File: src/rtl/i2s_sample_stream.sv
// i2s_sample_stream: oversampled I2S left-channel receiver with a small sample FIFO.
// The serial pins are synchronised into the clk domain and sampled on detected BCLK rises.
// Completed words are presented on a valid/ready stream, with sticky overrun and short-frame flags.
module i2s_sample_stream #(
  parameter int unsigned W          = 16,
  parameter int unsigned DATA_DELAY = 1,
  parameter int unsigned DEPTH      = 4
) (
  input  logic                     clk,
  input  logic                     reset_n,
  input  logic                     bclk,
  input  logic                     adclrck,
  input  logic                     adcdat,
  output logic [W-1:0]             sample_data,
  output logic                     sample_valid,
  input  logic                     sample_ready,
  output logic [$clog2(DEPTH):0]   fill,
  output logic                     overrun,
  output logic                     short_frame,
  input  logic                     clear_flags
);

  localparam int unsigned AW = $clog2(DEPTH);
  localparam int unsigned PW = AW + 1;
  localparam int unsigned CW = $clog2(W + 1);
  localparam int unsigned SW = (DATA_DELAY > 1) ? $clog2(DATA_DELAY) : 1;

  typedef enum logic [1:0] {
    WAIT_LRC = 2'd0,
    SKIP     = 2'd1,
    SHIFT    = 2'd2
  } state_t;

  // First state after an LRCK fall: skip delay bits, or shift straight away in left-justified mode
  localparam state_t FIRST = (DATA_DELAY > 0) ? SKIP : SHIFT;

  logic [2:0]    bclk_sync;
  logic [2:0]    lrc_sync;
  logic [1:0]    dat_sync;
  logic          bclk_rise;
  logic          lrc_fall;
  logic          lrc_rise;
  logic          dat;

  state_t        state;
  state_t        state_next;

  logic [CW-1:0] bit_cnt;
  logic [SW-1:0] skip_cnt;
  logic [W-1:0]  shift_reg;
  logic [W-1:0]  push_data;
  logic          last_bit;
  logic          skip_done;

  logic          frame_start;
  logic          abort;
  logic          skip_inc;
  logic          shift_en;
  logic          push;

  logic [W-1:0]  mem [DEPTH];
  logic [PW-1:0] wptr;
  logic [PW-1:0] rptr;
  logic [PW-1:0] wptr_next;
  logic [PW-1:0] rptr_next;
  logic [PW-1:0] count;
  logic          full;
  logic          pop;
  logic          push_ok;
  logic          drop;

  // Two-flop synchronisers; bclk and adclrck carry a third stage for edge detection
  always_ff @(posedge clk or negedge reset_n) begin
    if (!reset_n) begin
      bclk_sync <= 3'b000;
      lrc_sync  <= 3'b000;
      dat_sync  <= 2'b00;
    end else begin
      bclk_sync <= {bclk_sync[1:0], bclk};
      lrc_sync  <= {lrc_sync[1:0], adclrck};
      dat_sync  <= {dat_sync[0], adcdat};
    end
  end

  assign bclk_rise = bclk_sync[1] & ~bclk_sync[2];
  assign lrc_fall  = ~lrc_sync[1] & lrc_sync[2];
  assign lrc_rise  = lrc_sync[1] & ~lrc_sync[2];
  assign dat       = dat_sync[1];

  assign last_bit  = (bit_cnt == CW'(W - 1));
  assign skip_done = (skip_cnt == SW'(DATA_DELAY - 1));
  assign push_data = {shift_reg[W-2:0], dat};

  // FSM state register
  always_ff @(posedge clk or negedge reset_n) begin
    if (!reset_n) begin
      state <= WAIT_LRC;
    end else begin
      state <= state_next;
    end
  end

  // FSM next state: LRCK edges restart or abandon a frame ahead of any BCLK activity
  always_comb begin
    state_next = state;
    case (state)
      WAIT_LRC: begin
        if (lrc_fall) state_next = FIRST;
      end
      SKIP: begin
        if (lrc_fall)                    state_next = FIRST;
        else if (lrc_rise)               state_next = WAIT_LRC;
        else if (bclk_rise && skip_done) state_next = SHIFT;
      end
      SHIFT: begin
        if (lrc_fall)                   state_next = FIRST;
        else if (lrc_rise)              state_next = WAIT_LRC;
        else if (bclk_rise && last_bit) state_next = WAIT_LRC;
      end
      default: state_next = WAIT_LRC;
    endcase
  end

  // FSM outputs: datapath strobes derived from state and synchronised edges
  always_comb begin
    frame_start = 1'b0;
    abort       = 1'b0;
    skip_inc    = 1'b0;
    shift_en    = 1'b0;
    push        = 1'b0;
    case (state)
      WAIT_LRC: begin
        frame_start = lrc_fall;
      end
      SKIP: begin
        abort       = lrc_fall | lrc_rise;
        frame_start = lrc_fall;
        skip_inc    = bclk_rise & ~abort;
      end
      SHIFT: begin
        abort       = lrc_fall | lrc_rise;
        frame_start = lrc_fall;
        shift_en    = bclk_rise & ~abort;
        push        = shift_en & last_bit;
      end
      default: begin
        frame_start = 1'b0;
      end
    endcase
  end

  // Bit/skip counters and the deserialising shift register
  always_ff @(posedge clk or negedge reset_n) begin
    if (!reset_n) begin
      bit_cnt   <= '0;
      skip_cnt  <= '0;
      shift_reg <= '0;
    end else begin
      if (frame_start) begin
        bit_cnt  <= '0;
        skip_cnt <= '0;
      end else begin
        if (skip_inc) skip_cnt <= skip_cnt + SW'(1);
        if (shift_en) bit_cnt  <= bit_cnt + CW'(1);
      end
      if (shift_en) shift_reg <= push_data;
    end
  end

  assign count     = wptr - rptr;
  assign full      = (count == PW'(DEPTH));
  assign pop       = sample_valid & sample_ready;
  assign push_ok   = push & (~full | pop);
  assign drop      = push & full & ~pop;
  assign wptr_next = wptr + PW'(push_ok);
  assign rptr_next = rptr + PW'(pop);

  // FIFO storage
  always_ff @(posedge clk) begin
    if (push_ok) mem[wptr[AW-1:0]] <= push_data;
  end

  // FIFO pointers and registered stream outputs; a push into an empty FIFO bypasses to the head
  always_ff @(posedge clk or negedge reset_n) begin
    if (!reset_n) begin
      wptr         <= '0;
      rptr         <= '0;
      fill         <= '0;
      sample_valid <= 1'b0;
      sample_data  <= '0;
    end else begin
      wptr         <= wptr_next;
      rptr         <= rptr_next;
      fill         <= wptr_next - rptr_next;
      sample_valid <= (wptr_next != rptr_next);
      if (push_ok && (rptr_next == wptr)) begin
        sample_data <= push_data;
      end else if (wptr_next != rptr_next) begin
        sample_data <= mem[rptr_next[AW-1:0]];
      end
    end
  end

  // Sticky debug flags; a new event in the same cycle as clear_flags keeps the flag set
  always_ff @(posedge clk or negedge reset_n) begin
    if (!reset_n) begin
      overrun     <= 1'b0;
      short_frame <= 1'b0;
    end else begin
      overrun     <= drop  | (overrun & ~clear_flags);
      short_frame <= abort | (short_frame & ~clear_flags);
    end
  end

endmodule

File: config.mk
export PLATFORM = sky130hd
export DESIGN_NAME = i2s_sample_stream
export DESIGN_NICKNAME = d
export VERILOG_FILES = /design/src/rtl/i2s_sample_stream.sv
export SDC_FILE = /design/constraint.sdc
export NUM_CORES = 1
export LEC_CHECK = 0
export ABC_AREA = 1
export CAP_MARGIN = 20
export CORE_ASPECT_RATIO = 2
export CORE_UTILIZATION = 60
export CTS_CLUSTER_SIZE = 24
export DETAILED_ROUTE_END_ITERATION = 6
export HOLD_SLACK_MARGIN = 0.06
export PLACE_DENSITY = 0.85
export REMOVE_ABC_BUFFERS = 1
export SYNTH_ARGS = -nofsm -noshare
export SYNTH_HDL_FRONTEND = slang
export SYNTH_SLANG_ARGS = --single-unit
File: constraint.sdc
create_clock -name clk -period 5.5 [get_ports clk]
set_clock_uncertainty 0.15 [all_clocks]
set_input_delay 0.825 -clock clk [delete_from_list [all_inputs] [get_ports clk]]
set_output_delay 0.825 -clock clk [all_outputs]
set_load 0.02 [all_outputs]
==> summary.md <==
| Metric | Value |
|---|---|
| CTS tree | `yes` |
| Final std cells w/o fill | `~660` |
| Starting DRT DRC Count | `~290` |
| Crit path cell chain | `inv_1 -> ha_1 -> nand2_1 -> nor2_1 -> nand3_2 -> nand2_4 -> inv_4 -> ha_1 -> ha_1 -> ha_1 -> nand2_1 -> nand3b_4 -> inv_4 -> nand3_1 -> nand3_1` |
| CP max stage delay | `~540 ps` |
| Crit. End Element | `register` |
| Fill count | `569` |
| Maximum vdd drop | `about 340 µV` |
| Site Rows | `48` |
| Drt first pass iters | `5` |
| DR WL/cell | `between 15 and 20 µm` |
| Final setup fails | `0` |
| GRT busiest layer | `met2` |
| Status | `finished clean` |
| Die area | `~9400 µm²` |
| Final min period | `between 3000 and 4000 ps` |
| Syn avg cell area | `between 10 and 15 µm²` |
| Max reg flops | `between 60 and 70` |
| Post-Syn Area | `5380 µm²` |
| M3 GR Usage | `under 10%` |
| GR Layer Usage met1 | `between 20 and 30%` |
| Post-synthesis sequential area ratio | `a little over three fifths` |
| Worst-Skew Late Latency | `roughly 420 ps` |
| Max Cap Viol | `0` |
| Hold WC Path Type | `register to register` |
| M2 GR Usage | `49.1%` |
| Worst path slowest cell | `dfrtp_1` |
| DRT antenna net count | `0` |
| CTS resizes | `0` |
| Die width | `slightly below 70 µm` |
| Postcts setup bufs | `0` |
| Synth top area share | `between 30 and 40%` |
| Fin nets | `~570` |
| Synth Flop Type | `edfxtp_1` |
| Initial antenna violation count | `0` |
| Max Buffers Root-to-Sink | `2` |
| PortBufs | `28` |
| Worst Path Max Fanout | `18` |
| Vias in the first global route | `about 3900` |
| Ys async rst share | `48.0%` |
| Vias per cell | `5.79` |
| Worst setup path class | `register to register` |
| Worst slew pin tran | `1040 ps` |
| Pwr dens | `around 360 nW/µm²` |
| Core box area | `8650 µm²` |
| Clock Sinks | `around 120` |
| Cell variety after synth | `34` |
| Crit share post-route | `between 60% and 70%` |
| Clk root buf | `clkbuf_16` |
| Syn Inst Count | `between 500 and 600` |
| # hold bufs at CTS | `0` |
| Place WS | `about 1700 ps` |
| Unrepaired setup endpoints after global routing | `no` |
| GPL Wtd Cong | `0.806` |
| Largest net degree at the start of global routing | `60` |
| Total power | `approximately 2.3 mW` |
| Worst Slack Setup Final | `~1900 ps` |
| Synth top area cells | `edfxtp_1 36%, dfrtp_1 27%, nand2_1 7.1%, nand3_1 5.1%, o21ai_0 4.7%` |
| Htree depth | `4` |
| GRT Residual Overflow | `0` |
| DP HPWL | `between 7 and 8 mm` |
| Clock Pin Slew Worst Setup and Hold Paths | `60 ps` |
| Critical Path Most Common Cell | `ha_1` |
| Overall Global Routing Usage | `about 28%` |
| Post-synth EDFFs | `64` |
| Dominant cell type by area after synthesis | `edfxtp_1` |
| DIE HEIGHT | `136 µm` |
| Max_slew headroom | `a little under a third` |
| Vias | `3794` |
| Critical Path RT | `about 5700 ps` |
| Fmax | `approximately 0.28 GHz` |
| Area growth syn-to-layout | `17.7%` |
| Num ports | `29` |
| Setup TNS Final | `0 ps` |
| DRT Wirelength | `approximately 11 mm` |
| Fraction of layout cells with a size suffix above 1 | `between 10% and 20%` |
| Global-route wire length before repair | `between 15 and 20 mm` |
| Critical Path Start Type | `register` |
| Post-Place Cells | `a little over 600` |
| Max-slew violations | `0` |
| Initial Util | `between 60 and 70%` |
| Hold WS | `196 ps` |
| DRC errors left | `0` |
| YS warnings | `0` |
| FF+latch count, synth | `123` |
| Antenna diode instance count | `0` |
| Reg-to-reg slack, setup | `around 1900 ps` |
| Pleak | `roughly 2.8 nW` |
| Critical path arrival | `between 3000 and 4000 ps` |
| TritonCTS buffer count | `17` |
| Hold Vio Cnt, Final | `0` |
-- cell type report --
type                    count  area, µm²  share of cell area, %
inverters                  52        200                   3.16
repair buffers             32        305                   4.83
multi-input cells         316       1670                   26.4
flip-flops and latches    123       3400                   53.7
clock buffers              21        460                   7.28
clock inverters            11        168                   2.65
well taps                 100        125                   1.98
-- stage by stage --
step	utilization [%]	instance area [µm²]
2_1_floorplan	-	5220
3_3_place_gp	65.9	5700
3_5_place_dp	65.9	5700
4_1_cts	73.1	6330
5_1_grt	73.1	6330
6_report	73.1	6330
-- cell usage after synthesis, types with 4 or more instances --
library cell and number:
buf_6 6, nand2_1 102, nor2_1 55, nand3_1 55, inv_1 46, ha_1 15
o21ai_0 50, dfrtp_1 59, edfxtp_1 64, buf_2 11, a21oi_1 6, nor3_1 4
o21ai_1 6, nand2_2 6
-- metal layers --
metal  vias to the layer above  part of all wire (%)
met3                        45                   6.8
li1                       1754                     -
met5                         -                     0
met1                      1833                    33
met2                       162                    56
met4                         0                   4.0
-- where the power goes --
group / switching (mW) / leakage (nW) / total [mW] / internal (mW)
registers: 0.0217 / 1.38 / 1.01 / 0.992
logic: 0.0642 / 1.14 / 0.105 / 0.0409
clock network: 0.384 / 0.293 / 1.16 / 0.778
total: 0.470 / 2.81 / 2.28 / 1.81
-- critical path, delay by kind of cell, from the launching register on --
kind / cells / cell delay (ps)
flops: 1 / 540
fa+ha+maj: 4 / 1120
buf+inv: 3 / 600
simple gates: 8 / 1140
-- worst paths after layout --
kind                              start              end  cells past startpoint
setup / recovery                wptr[0]  sample_data[15]                     15
hold / removal             bclk_sync[0]     bclk_sync[1]                      0
setup reg to reg                wptr[0]  sample_data[15]                     15
hold reg to reg            bclk_sync[0]     bclk_sync[1]                      0
max in group asynchronous       reset_n     shift_reg[6]                      2
min in group asynchronous       reset_n          rptr[1]                      2
-- placed cells by master, fill, tap and decap left out, drive strengths merged, types with 2 or more instances in the layout --
cell | synthesis | final
a21oi | 6 | 6
buf | 19 | 5
bufinv | 0 | 4
clkbuf | 3 | 21
clkdlybuf4s50 | 0 | 27
clkinv | 1 | 4
clkinvlp | 0 | 4
dfrtp | 59 | 59
edfxtp | 64 | 64
ha | 15 | 15
inv | 51 | 51
nand2 | 109 | 109
nand3 | 57 | 57
nor2 | 57 | 57
nor3 | 4 | 4
o21ai | 56 | 56
o22ai | 3 | 3
xnor2 | 3 | 3
xor2 | 2 | 2
-- logic make-up after synthesis --
kind of cell / count (synthesis) / share of synthesized area (%)
XOR/XNOR: 5 / 1.23
AO/OA/AOI/OAI: 66 / 6.26
buffers and inverters: 74 / 6.56
flip-flops: 123 / 63.2
adder cells (fa/ha/maj): 16 / 3.86
AND/OR/NAND/NOR: 229 / 18.9
Power figures use the tool's default switching activity.
